## src/rtl/mem_lsu.sv

```systemverilog
// Load/store unit: one request at a time, driven onto a fixed-latency memory port.
// Define LSU_STATS_EN to add load/store/misaligned request counters.
module mem_lsu #(
    parameter int unsigned MEM_LATENCY = 1
) (
    input  logic        clock,
    input  logic        reset,
    input  logic        req_valid,
    output logic        req_ready,
    input  logic        req_wen,
    input  logic [63:0] req_addr,
    input  logic [1:0]  req_size,
    input  logic        req_unsigned,
    input  logic [63:0] req_wdata,
    output logic        resp_valid,
    input  logic        resp_ready,
    output logic [63:0] resp_rdata,
    output logic        resp_err,
    output logic        mem_en,
    output logic        mem_rw,
    output logic [63:0] mem_addr,
    output logic [3:0]  mem_len,
    output logic [63:0] mem_dataIn,
    input  logic [63:0] mem_dataOut
`ifdef LSU_STATS_EN
    ,
    output logic [31:0] stat_loads,
    output logic [31:0] stat_stores,
    output logic [31:0] stat_misaligned
`endif
);

    typedef enum logic [1:0] {IDLE, ACCESS, RESP} state_t;

    state_t      state_q;
    logic [3:0]  cnt_q;
    logic        wen_q;
    logic        unsigned_q;
    logic [1:0]  size_q;

    logic        misalign_d;
    logic [3:0]  len_d;
    logic [63:0] wdata_d;
    logic [63:0] ext_d;

    always_comb begin
        len_d = 4'b0001 << req_size;
        unique case (req_size)
            2'd0: begin misalign_d = 1'b0;                 wdata_d = {56'b0, req_wdata[7:0]};  end
            2'd1: begin misalign_d = req_addr[0];          wdata_d = {48'b0, req_wdata[15:0]}; end
            2'd2: begin misalign_d = |req_addr[1:0];       wdata_d = {32'b0, req_wdata[31:0]}; end
            default: begin misalign_d = |req_addr[2:0];    wdata_d = req_wdata;                end
        endcase
    end

    always_comb begin
        unique case (size_q)
            2'd0: ext_d = {{56{mem_dataOut[7]  & ~unsigned_q}}, mem_dataOut[7:0]};
            2'd1: ext_d = {{48{mem_dataOut[15] & ~unsigned_q}}, mem_dataOut[15:0]};
            2'd2: ext_d = {{32{mem_dataOut[31] & ~unsigned_q}}, mem_dataOut[31:0]};
            default: ext_d = mem_dataOut;
        endcase
    end

    always_ff @(posedge clock or posedge reset) begin
        if (reset) begin
            state_q    <= IDLE;
            cnt_q      <= '0;
            wen_q      <= 1'b0;
            unsigned_q <= 1'b0;
            size_q     <= '0;
            req_ready  <= 1'b1;
            resp_valid <= 1'b0;
            resp_rdata <= '0;
            resp_err   <= 1'b0;
            mem_en     <= 1'b0;
            mem_rw     <= 1'b0;
            mem_addr   <= '0;
            mem_len    <= '0;
            mem_dataIn <= '0;
        end else begin
            unique case (state_q)
                IDLE: begin
                    if (req_valid) begin
                        wen_q      <= req_wen;
                        unsigned_q <= req_unsigned;
                        size_q     <= req_size;
                        req_ready  <= 1'b0;
                        if (misalign_d) begin
                            state_q    <= RESP;
                            resp_valid <= 1'b1;
                            resp_err   <= 1'b1;
                            resp_rdata <= '0;
                        end else begin
                            state_q    <= ACCESS;
                            cnt_q      <= 4'(MEM_LATENCY - 1);
                            mem_en     <= 1'b1;
                            mem_rw     <= req_wen;
                            mem_addr   <= req_addr;
                            mem_len    <= len_d;
                            mem_dataIn <= wdata_d;
                        end
                    end
                end
                ACCESS: begin
                    // Read data is sampled on the edge that closes the last enable cycle.
                    if (cnt_q == '0) begin
                        state_q    <= RESP;
                        mem_en     <= 1'b0;
                        mem_rw     <= 1'b0;
                        resp_valid <= 1'b1;
                        resp_err   <= 1'b0;
                        resp_rdata <= wen_q ? '0 : ext_d;
                    end else begin
                        cnt_q <= cnt_q - 4'd1;
                    end
                end
                RESP: begin
                    if (resp_ready) begin
                        state_q    <= IDLE;
                        resp_valid <= 1'b0;
                        req_ready  <= 1'b1;
                    end
                end
                default: state_q <= IDLE;
            endcase
        end
    end

`ifdef LSU_STATS_EN
    always_ff @(posedge clock or posedge reset) begin
        if (reset) begin
            stat_loads      <= '0;
            stat_stores     <= '0;
            stat_misaligned <= '0;
        end else if (state_q == IDLE && req_valid) begin
            if (misalign_d)   stat_misaligned <= stat_misaligned + 32'd1;
            else if (req_wen) stat_stores     <= stat_stores + 32'd1;
            else              stat_loads      <= stat_loads + 32'd1;
        end
    end
`endif

endmodule
```

## config.mk

```make
export PLATFORM = sky130hd
export DESIGN_NAME = mem_lsu
export DESIGN_NICKNAME = d
export VERILOG_FILES = /design/src/rtl/mem_lsu.sv
export SDC_FILE = /design/constraint.sdc
export NUM_CORES = 1
export LEC_CHECK = 0
export ABC_AREA = 1
export BUFFER_PORTS_ARGS = -buffer_cell sky130_fd_sc_hd__buf_2
export CAP_MARGIN = 40
export CORE_AREA = 2 2 154 156
export CTS_CLUSTER_DIAMETER = 80
export DETAILED_ROUTE_END_ITERATION = 10
export DIE_AREA = 0 0 156 158
export GPL_ROUTABILITY_DRIVEN = 0
export PLACE_DENSITY = 0.76
export SLEW_MARGIN = 20
export SYNTH_ARGS = -nofsm -noshare
export SYNTH_HDL_FRONTEND = slang
export SYNTH_SLANG_ARGS = --single-unit
```

## constraint.sdc

```tcl
create_clock -name clock -period 7.6 [get_ports clock]
set_input_delay 0.76 -clock clock [delete_from_list [all_inputs] [get_ports clock]]
set_output_delay 0.76 -clock clock [all_outputs]
set_load 0.005 [all_outputs]
```

* After elaboration in Yosys (flattened, before gate mapping)
Index checks and enable logic that the tools add are counted.
Storage, ports and cells: bits in registers 211, input bits 200, output and inout bits 201, logic and storage cells 83
Operators by class: $add $sub $neg 1, equality and inequality tests 12, shifts and indexed selects 1, muxes and demuxes 33, bitwise logic cells 5, reduce and logical (&&, ||, !) cells 17
Operators by type and width (number):
- one-hot mux 64 bit (3 select lines) | 2
- 2-to-1 mux 64 bit | 4
- one-hot mux 64 bit (2 select lines) | 1
- 2-to-1 mux 4 bit | 3
- inequality test 2 bit, second input constant | 6
- AND reduction 4 bit | 3
- 2-to-1 mux 1 bit | 11
- AND reduction 3 bit | 3
- 2-to-1 mux 2 bit | 4
- one-hot mux 1 bit (2 select lines) | 4
- one-hot mux 4 bit (2 select lines) | 1
- == test 2 x 1 -> 1 bit, second input constant | 3
- == test 2 bit, second input constant | 3
- logical NOT 2 bit | 3
- one-hot mux 1 bit (3 select lines) | 2
- one-hot mux 2 bit (3 select lines) | 1
- AND reduction 5 bit | 1
- logical NOT 4 bit | 1
- nonzero test 2 bit | 2
- left shift 1 x 2 -> 4 bit, first input constant | 1
- subtractor 4 x 1 -> 4 bit, second input constant | 1
- AND 1 bit | 3
- nonzero test 3 bit | 1
- OR reduction 3 bit | 1
- 3 further kinds | 4

* Depth between registers and ports, before layout
depth after elaboration 6, gate-level depth with buffers 11

* Worst setup path after synthesis
OpenSTA, ideal clock, no wires.
path type in2reg, from input port req_size[0], to register mem_addr[0], setup time 0.116 ns, arrival time 1.735 ns, slack 5.749 ns, cell stages on the path 11, path through buf_4 -> inv_2 -> nand2_4 -> nand2_2 -> nand2_2 -> inv_2 -> nand3_4 -> buf_6 -> buf_6 -> nand2_1 -> nand2_1
On the way: word-level cells in the longest chain between the ends 4, elaborated cells on any way between the ends 6, classes of those cells 2 x eq/ne; 1 x mux; 1 x bitwise; 2 x reduce/logical
Ends and longest elaborated chain:
- from (decl) | RTL line 12 | input logic [1:0] req_size,
- == test 2 bit, or another cell as far along | RTL line 48 | unique case (req_size)
- one-hot mux 1 bit (3 select lines) * | RTL line 48
- inverter 1 bit (no line) *
- AND reduction 3 bit (no line) *
- to (signal assigned) | RTL line 99 | mem_addr <= req_addr;
- to (decl) | RTL line 21 | output logic [63:0] mem_addr,
Mark *: on every way between the ends. The rest lies on a longest branch, timed or not. A chain may end at the register's enable or synchronous reset.

* Worst setup path in the final report
from input port req_size[0], to register mem_addr[33]
The elaborated chain is that of the path after synthesis.

==> results.yml <==
run_status:
  outcome: "finished, final reports clean"
power:
  p_comb_share_pct: 35.3
  power_density_mw_per_mm2: 396.8
  p_leak_nw: 6.710
  p_int_mw: 2.910
  peakVddDrop_uv: 177.7
  switching_share_pct: 36.82
  seqPwrFrac_pct: 41.4
  power_frac_clock_pct: 23.3
  p_switching_mw: 1.696
critical_path:
  cp_max_fo: 54
  crit_type: "input pin to flop"
  setup.worst_path.start_class: "input pin"
  arrival_ns: 3.17
  cp.required_ns: 8.03
  endpoint_kind: "flop"
grt:
  grt_pass1_wl_um: 39690
  antenna_found_initial: 3
  grt_pass1_vias: 7869
  grt_use_total_pct: 20.04
  grt_max_degree: 89
  gr-total-overflow: 0
synthesis:
  synth_cell_type_count: 29
  synth_edf_count: 0
  synth_xor_area_share_pct: 0.2023
  synth_commonest_cells: "nand2_1, dfrtp_1, o21ai_1, nand3_1, or2_2"
  synthCells: 976
  yosys-mux-area-fraction_pct: 0
  ys_warn_count: 0
  postSynthAreaPerCell_um2: 8.874
  synth_top_family_by_area: "simple AND/OR/NAND/NOR gates"
  ys_async_sr_fraction_pct: 100.0
  synth-simple-area-share_pct: 27.48
  synthAdderAreaFrac_pct: 0.2889
  synthesis.area_mm2: 0.008661
  syn-num-nets: 1178
  synth_compound_area_share_pct: 6.169
  yosysTopAreaCellShare_pct: 60.68
  synth-seq-cells: 211
  synth_ff_type: "dfrtp_1"
  yosysMostFrequentCell: "nand2_1"
  synth_area_leaders: "dfrtp_1, nand2_1, o21ai_1"
  yosysSeqAreaShare_pct: 60.98
  synth_top_area_cell: "dfrtp_1"
route:
  dr.pass1.iters: 4
  dr_total_vias: 7930
  vias_per_cell: 4.760
  antenna_left: 0
  drt_iter0_markers: 539
  drc_errors: 0
  drt-total-wl_um: 25810
  wire_per_inst_um: 15.49
timing:
  slew_headroom_pct: 51.94
  report.final.slew_viol_count: 0
  timing.hold.ws_ns: 0.2993
  fin_tns_setup_ns: 0
  rsz0062_at_grt: "no"
  finalSetupViolCount: 0
  timing.fmax_mhz: 365.3
  timing.final.crit_share_pct: 36.02
  worst_pin_slew_ns: 0.7209
  skew_ns: 0.01631
  hold_viol_final: 0
  min_period_ns: 2.737
flow_run:
  maxCapViolCount: 0
final_layout:
  area_growth_syn_to_layout_pct: 34.02
  nets: 1562
  layout-drive-gt1-share_pct: 36.51
  finish.instance_area_mm2: 0.01161
  num-fill-cells: 2224
clock_network:
  cts_hold_buf: 0
  htreeDepth: 1
  post-cts-setup-buffers: 0
  clkTransAtPathRegs_ns: 0.06
  clockBufferDepth: 3
  cts_resized: 0
  insertion_delay_ns: 0.51
  root_buffer: "clkbuf_16"
  cts.sinks: 211
  cts_tree: "built"
  cts_buffers: 23
floorplan:
  die_h_um: 158
  ios: 401
  core_mm2: 0.02305
  fp.dieArea_mm2: 0.02465
  fp.dieW_um: 156
  rows: 56
  initial_core_util_pct: 37.57
placed_design:
  postPlaceCellArea_mm2: 0.01085
  hpwl_um: 18640
  port_buffers: 400
hold_path:
  hp-class: "input pin to asynchronous set/reset pin"
-- cells in the final DEF (no fill, tap or decap), types with 3 or more instances in the layout --
cell,count
a21oi_1,26
buf_16,3
buf_2,400
buf_4,7
clkbuf_1,4
clkbuf_16,23
clkbuf_8,7
clkinv_2,3
dfrtp_1,210
inv_1,19
inv_2,7
nand2_1,474
nand2_2,3
nand3_1,45
nand3_2,3
nor2_1,10
o21ai_0,15
o21ai_1,61
or2_2,33
-- final cells by class --
class                      count  area, µm²  share of cell area [%]
sequential                   211       5281                   45.50
clock inverter                 6      40.04                  0.3449
antenna                        1      2.502                 0.02156
timing repair buffer         412       2168                   18.68
inverter                      27      108.9                  0.9378
multi-input combinational    685       2957                   25.47
tap                          290      362.8                   3.126
clock buffer                  34      686.9                   5.918
-- flip-flops by register name, indices dropped and copies added, names as in the netlist --
name	count
cnt_q	4
state_q	2
mem_rw	1
resp_rdata	64
mem_en	1
wen_q	1
mem_len	4
resp_err	1
unsigned_q	1
mem_dataIn	64
resp_valid	1
size_q	2
req_ready	1
mem_addr	64
-- critical path, stage by stage --
cell	delay (ns)
buf_2	0.31
inv_2	0.18
nand2_4	0.12
nand2_2	0.10
nand3_2	0.18
nor2_4	0.58
buf_4	0.59
nand2_1	0.18
nand2_1	0.10
-- per-layer routing --
layer / vias to the layer above / share of wire, % / global-route usage [%]
li1: 3841 / - / -
met1: 3732 / 40 / 24.25
met2: 318 / 48 / 34.68
met3: 37 / 9.4 / 6.433
met4: 2 / 2.0 / 5.199
met5: - / 0.031 / 0
-- power by group through the flow --
| stage | sequential (mW) | clock, mW | combinational, mW |
|---|---|---|---|
| 6_report | 1.91 | 1.07 | 1.63 |
| 5_1_grt | 1.97 | 1.15 | 1.85 |
| 4_1_cts | 1.91 | 1.10 | 1.65 |
| 3_5_place_dp | 1.91 | 0 | 1.65 |
| 3_3_place_gp | 1.90 | 0 | 1.59 |
| 2_1_floorplan | 1.92 | 0 | 0.853 |
-- stage by stage --
stage                     cells  total power, mW  setup WS [ns]  util, %
after floorplan             976            2.773          1.076        -
after global placement     1620            3.490          4.281    46.69
after detailed placement   1624            3.557          4.160    47.07
after CTS                  1664            4.653          4.731    50.22
after global routing       1665            4.967          4.640    50.34
final                      1666            4.605          4.863    50.35
-- kinds of logic (layout without fill, tap and decap cells) --
family                   count (synthesis)  after routing
buffers and inverters                   80            479
flip-flops                             211            211
AO/OA/AOI/OAI                          105            105
adder cells (fa/ha/maj)                  2              2
other                                    0              1
XOR/XNOR                                 2              2
AND/OR/NAND/NOR                        576            576
-- final timing paths --
check | startpoint | endpoint | slack, ns | depth (start not counted)
min in group clock | req_wdata[24] | mem_dataIn[24] | 0.45 | 3
worst min-delay path | reset | resp_rdata[34] | 0.30 | 2
worst max register to register | state_q[1] | mem_addr[33] | 5.07 | 8
worst min register to register | mem_addr[30] | mem_addr[30] | 0.47 | 2
worst max-delay path | req_size[0] | mem_addr[33] | 4.86 | 9
max in group asynchronous | reset | req_ready | 6.19 | 4
Note: power is estimated with default switching activity, not from simulation.
